<file path="config.mk">
export PLATFORM = sky130hd
export DESIGN_NAME = issue_queue
export DESIGN_NICKNAME = d
export VERILOG_FILES = /design/src/rtl/iqmode.sv /design/src/rtl/issue_queue_pkg.sv /design/src/rtl/iq_select.sv /design/src/rtl/issue_queue.sv
export SDC_FILE = /design/constraint.sdc
export NUM_CORES = 1
export LEC_CHECK = 0
export ABC_CLOCK_PERIOD_IN_PS = 5560
export CORE_MARGIN = 5
export CORE_UTILIZATION = 26
export CTS_CLUSTER_DIAMETER = 60
export DETAILED_ROUTE_END_ITERATION = 16
export HOLD_SLACK_MARGIN = 0.06
export PLACE_DENSITY = 0.4
export RECOVER_POWER = 100
export SYNTH_ARGS = -nofsm -noshare
export SYNTH_HDL_FRONTEND = slang
export SYNTH_SLANG_ARGS = --single-unit
</file>
<file path="constraint.sdc">
create_clock -name clk -period 5.56 [get_ports clk]
set_clock_uncertainty 0.2 [all_clocks]
set_input_delay 1.112 -clock clk [delete_from_list [all_inputs] [get_ports clk]]
set_output_delay 1.112 -clock clk [all_outputs]
set_load 0.1 [all_outputs]
</file>
<file path="src/rtl/iqmode.sv">
// Issue-policy selector shared by every issue queue instance.
package iqmode;

  typedef enum logic {
    in_order,
    ooo
  } iq_mode_t;

endpackage

</file>
<file path="src/rtl/issue_queue_pkg.sv">
// Shared micro-op and queue-entry types for the issue queue.
package issue_queue_pkg;

  localparam int REG_W = 5;

  typedef logic [REG_W-1:0] reg_idx_t;

  // Decoded micro-op as delivered by rename; tag identifies it downstream.
  typedef struct packed {
    logic [7:0] tag;
    reg_idx_t   rd;
    logic       has_rs1;
    reg_idx_t   rs1;
    logic       has_rs2;
    reg_idx_t   rs2;
  } queue_item_t;

  // One queue slot: payload plus per-operand readiness.
  typedef struct packed {
    queue_item_t item;
    logic        rs1_rdy;
    logic        rs2_rdy;
  } iq_entry_t;

endpackage

</file>
<file path="src/rtl/iq_select.sv">
// Find-first-set over a request vector: lowest index wins.
module iq_select #(
  parameter int DEPTH = 8
) (
  input  logic [DEPTH-1:0]         req,
  output logic [DEPTH-1:0]         gnt,
  output logic [$clog2(DEPTH)-1:0] idx,
  output logic                     any
);

  localparam int IDX_W = $clog2(DEPTH);

  // Scan from the top so the last (lowest) hit overwrites earlier ones.
  always_comb begin
    // NOTE: combinational blocks use blocking '=' so later statements see
    // earlier results within the same evaluation.
    gnt = '0;
    idx = '0;
    any = |req;
    for (int i = DEPTH - 1; i >= 0; i--) begin
      if (req[i]) begin
        gnt    = '0;
        gnt[i] = 1'b1;
        idx    = IDX_W'(i);
      end
    end
  end

endmodule

</file>
<file path="src/rtl/issue_queue.sv">
// Age-ordered collapsing issue queue. Slot 0 is the oldest entry.
// MODE selects head-only (in_order) or oldest-ready-first (ooo) issue.
// Optional macro ISSUE_QUEUE_BYPASS_EN: an empty queue may issue lane 0
// in the same cycle it is enqueued.
module issue_queue
  import iqmode::*;
  import issue_queue_pkg::*;
#(
  parameter int       DEPTH = 8,
  parameter int       ENQ_W = 2,
  parameter int       WB_W  = 2,
  parameter iq_mode_t MODE  = ooo,
  localparam int      CNT_W = $clog2(DEPTH + 1)
) (
  input  logic                         clk,
  input  logic                         rst_n,
  input  logic                         flush,
  input  logic [ENQ_W-1:0]             enq_valid,
  output logic                         enq_ready,
  input  queue_item_t [ENQ_W-1:0]      enq_item,
  input  logic [ENQ_W-1:0]             enq_rs1_rdy,
  input  logic [ENQ_W-1:0]             enq_rs2_rdy,
  input  logic [WB_W-1:0]              wb_valid,
  input  logic [WB_W-1:0][REG_W-1:0]   wb_rd,
  output logic                         iss_valid,
  input  logic                         iss_ready,
  output queue_item_t                  iss_item,
  output logic [CNT_W-1:0]             count
);

  localparam int IDX_W = $clog2(DEPTH);

  iq_entry_t          entries     [DEPTH];
  iq_entry_t          nxt_entries [DEPTH];
  iq_entry_t          lane_ent    [ENQ_W];
  logic [DEPTH-1:0]   rdy_vec;
  logic [DEPTH-1:0]   req;
  logic [DEPTH-1:0]   sel_gnt;
  logic [IDX_W-1:0]   sel_idx;
  logic               sel_any;
  logic               q_fire;
  logic               byp_take;
  logic [CNT_W-1:0]   nxt_count;
`ifdef ISSUE_QUEUE_BYPASS_EN
  logic               byp_valid;
`endif

  // True when some writeback port broadcasts register r this cycle; x0 never wakes.
  function automatic logic wb_hit(input reg_idx_t r);
    wb_hit = 1'b0;
    for (int j = 0; j < WB_W; j++) begin
      if (wb_valid[j] && (wb_rd[j] == r) && (r != '0)) wb_hit = 1'b1;
    end
  endfunction

  // Space for a full group of lanes, judged on registered occupancy only.
  assign enq_ready = (count <= CNT_W'(DEPTH - ENQ_W));

  // Ready vector over occupied slots; in_order only lets the head compete.
  always_comb begin
    rdy_vec = '0;
    for (int i = 0; i < DEPTH; i++) begin
      rdy_vec[i] = (CNT_W'(i) < count) & entries[i].rs1_rdy & entries[i].rs2_rdy;
    end
    req = (MODE == in_order) ? (rdy_vec & DEPTH'(1)) : rdy_vec;
  end

  iq_select #(.DEPTH(DEPTH)) u_select (
    .req (req),
    .gnt (sel_gnt),
    .idx (sel_idx),
    .any (sel_any)
  );

  // Build incoming entries, resolving operand readiness including same-cycle wakeup.
  always_comb begin
    for (int l = 0; l < ENQ_W; l++) begin
      lane_ent[l].item    = enq_item[l];
      lane_ent[l].rs1_rdy = !enq_item[l].has_rs1 || (enq_item[l].rs1 == '0) ||
                            enq_rs1_rdy[l] || wb_hit(enq_item[l].rs1);
      lane_ent[l].rs2_rdy = !enq_item[l].has_rs2 || (enq_item[l].rs2 == '0) ||
                            enq_rs2_rdy[l] || wb_hit(enq_item[l].rs2);
    end
  end

  // Issue port: combinational from registered state, suppressed under flush.
  always_comb begin
    // NOTE: every output of a combinational block gets a value on every path,
    // otherwise synthesis infers a latch.
    q_fire = sel_any & ~flush & iss_ready;
`ifdef ISSUE_QUEUE_BYPASS_EN
    byp_valid = (count == '0) & ~flush & enq_valid[0] &
                lane_ent[0].rs1_rdy & lane_ent[0].rs2_rdy;
    iss_valid = (sel_any & ~flush) | byp_valid;
    iss_item  = byp_valid ? enq_item[0] : entries[sel_idx].item;
    byp_take  = byp_valid & iss_ready;
`else
    iss_valid = sel_any & ~flush;
    iss_item  = entries[sel_idx].item;
    byp_take  = 1'b0;
`endif
  end

  // Collapse out the issued slot, apply wakeups, then append enqueued lanes.
  always_comb begin
    iq_entry_t        up   [DEPTH];
    iq_entry_t        src;
    logic [CNT_W-1:0] pos  [ENQ_W];
    logic [ENQ_W-1:0] lane_en;
    logic [CNT_W-1:0] base;
    logic [CNT_W-1:0] n_enq;
    logic             seen;

    for (int i = 0; i < DEPTH - 1; i++) up[i] = entries[i+1];
    up[DEPTH-1] = '0;

    lane_en    = enq_valid & {ENQ_W{enq_ready}};
    lane_en[0] = lane_en[0] & ~byp_take;

    base  = count - CNT_W'(q_fire);
    n_enq = '0;
    for (int l = 0; l < ENQ_W; l++) begin
      pos[l] = base + n_enq;
      n_enq  = n_enq + CNT_W'(lane_en[l]);
    end

    seen = 1'b0;
    for (int i = 0; i < DEPTH; i++) begin
      seen = seen | sel_gnt[i];
      src  = (q_fire && seen) ? up[i] : entries[i];
      src.rs1_rdy = src.rs1_rdy | wb_hit(src.item.rs1);
      src.rs2_rdy = src.rs2_rdy | wb_hit(src.item.rs2);
      for (int l = 0; l < ENQ_W; l++) begin
        if (lane_en[l] && (pos[l] == CNT_W'(i))) src = lane_ent[l];
      end
      nxt_entries[i] = src;
    end

    nxt_count = flush ? '0 : (base + n_enq);
  end

  // Occupancy register; it alone defines which slots are live.
  always_ff @(posedge clk or negedge rst_n) begin
    // NOTE: sequential state uses non-blocking '<=' so all registers update
    // together from pre-edge values.
    if (!rst_n) count <= '0;
    else        count <= nxt_count;
  end

  // Slot storage follows the occupancy register.
  always_ff @(posedge clk) begin
    // NOTE: the slot array is deliberately left unreset; count == 0 marks
    // every slot dead, so clearing the payload would only add reset fanout.
    entries <= nxt_entries;
  end

endmodule

</file>
==> results.toml <==
[status]
outcome = "complete, no violations"

[synthesis]
synth_xor_area_share_pct = 8.16
ys_top_cells_by_area = "edfxtp_1, nand2_1, dfxtp_1"
synth.net_count = 2524
seq_area_frac_synth_pct = 31.6
synth_area_per_cell_um2 = 7.27
netlist_instances = 2446
synthMuxAreaShare_pct = 2.98
synth_top_family_by_area = "simple AND/OR/NAND/NOR gates"
yosysTopAreaCell = "edfxtp_1"
yosysWarnings = 0
synth_compound_area_share_pct = 23.8
synth_top_area_share_pct = 20.3
async_reset_ff_share_pct = 1.82
synth_edf_count = 120
netlist_area_um2 = 17800
yosys.area_share.simple_pct = 26.0
ys.flop_type = "edfxtp_1"
synth_fa_ha_area_share_pct = 0.465
ys_ff_latch = 220
ys_types = 88

[timing]
finalCritPeriodShare_pct = 97.9
finalCriticalPeriod_ns = 5.44
setup_viol = 0
setup_tns_ns = 0
max_freq_ghz = 0.184
max_slew_margin_pct = 20.7
finalWorstSetupSlack_ns = 0.117
hold_viol = 0
rsz0062_at_grt = "false"
worst_slew_pin_slew_ns = 1.19
finalMaxSlewViolations = 0

[cts]
post_cts_buffers = 0
htree_levels = 2
worstSkewPairLatency_ns = 0.57
postCtsHoldBufs = 0
cts_buffer_depth = 3
cts-buffers-inserted = 37
cts_tree = "done"
cts_sinks = 220
clockRootBuffer = "clkbuf_16"
clkTransAtPathRegs_ns = 0.05

[grt]
grt_pass1_vias = 18200
overflow = 0
antenna_found_initial = 4
grt_pass1_wl_um = 129000
grt_max_degree = 55
grt.total_usage_pct = 23.2

[job]
drv_cap = 0

[routing]
detail_route.vias_per_cell = 5.62
drc = 0
vias = 18600
final_antenna_net_count = 0
drt-total-wl_um = 88900
dr.pass1.iters = 6
drt_first_iter_violations = 1753
wl_per_cell_um = 26.8

[worst_setup_path]
start_kind = "flip-flop"
path_max_fanout = 18
crit_type = "reg2out"
crit_path_end_kind = "output port"
worstPathArrival_ns = 4.13
cp.required_ns = 4.25

[placement]
dp_hpwl_um = 63100
portBuffers = 102
gp_congestion = 0.900
preCtsSetupSlack_ns = 0.484
dpl_cell_area_um2 = 20000

[final_layout]
synthToLayoutAreaGrowth_pct = 18.2
post-route-util_pct = 31.1
final_common_cell = "nand2_1"
layout_common_cells = "nand2_1, o21ai_0, a21oi_1"
drive_gt1_share_pct = 10.6
finalNetCount = 2495
final_design_area_no_fill_um2 = 21000

[worst_hold_path]
min_path_type = "reg2reg"

[die]
core_um2 = 67500
dieHeight_um = 271
num_rows = 95
start_util_pct = 26.3
dieWidth_um = 271
top_level_ports = 103
dieArea_um2 = 73700
[synth_stat cells (17+ instances only)]
library cell and number:
nand2_1 540, o21ai_0 241, clkbuf_1 188, a21oi_1 152, nand3_1 131, nor2_1 127, edfxtp_1 120, dfxtp_1 96
xnor2_1 93, and3_1 77, xor2_1 70, a31oi_1 54, mux2i_1 45, inv_1 38, a22oi_1 37, o211ai_1 31
nor3_1 30, buf_1 25, buf_2 24, nor4_1 24, o22ai_1 21, clkbuf_2 20, a311oi_1 17, nand4_1 17
nor2b_1 17
[final cells by class]
type,count,area (µm²)
tap,873,1090
sequential,220,5630
inverter,40,150
antenna,1,2.50
clock buffer,50,1030
timing repair buffer,197,1830
fill,7240,46500
multi-input combinational,1921,11100
clock inverter,16,205
[repair_timing]
action	4_1_cts	5_1_grt
hold endpoints to repair	0	0
setup endpoints to repair	0	6
resized for setup	0	1
[flip-flops by register name, summed over array words and instances, names as in the netlist]
| register | cells |
|---|---|
| entries | 216 |
| count | 4 |
[layer usage]
metal / vias up / global-route usage (%) / routed length [µm]
met4: 4 / 7.80 / 3050
li1: 8637 / - / -
met1: 9081 / 29.7 / 37600
met5: - / 0 / 27
met3: 165 / 3.37 / 5310
met2: 756 / 40.2 / 42900
[path summary, 6_finish.rpt]
check | slack [ns] | end | start | cells after the start
setup / recovery | 0.12 | iss_item[15] | count[3] | 10
hold / removal | 0.42 | entries[190] | entries[190] | 3
setup reg to reg | 0.34 | entries[158] | count[0] | 14
hold reg to reg | 0.42 | entries[190] | entries[190] | 3
max in group asynchronous | 4.33 | count[3] | rst_n | 1
min in group asynchronous | 0.63 | count[1] | rst_n | 1
[critical path, stage by stage (launching register included)]
cell,delay (ns)
dfrtp_2,0.62
buf_4,0.22
nor2_2,0.08
or3_1,0.51
a21boi_0,0.20
o21ai_0,0.16
and2_2,0.45
buf_4,0.27
a311oi_1,0.58
a31o_2,0.24
buf_8,0.20
[metrics by stage]
stage | std cells | hold WS (ns)
floorplan | 2446 | 0.371
global placement | 3251 | 0.424
detailed placement | 3251 | 0.417
CTS | 3317 | 0.430
global route | 3317 | 0.468
finish | 3318 | 0.423
[cell families after synthesis]
group / after synthesis
buf+inv: 305
fa+ha+maj: 6
simple gates: 1025
compound gates: 675
flops: 220
xor+xnor: 164
mux: 51
Power is left out: the tool's default activity adds up to more than one toggle a clock period on the data nets, which glitch-free logic cannot reach.
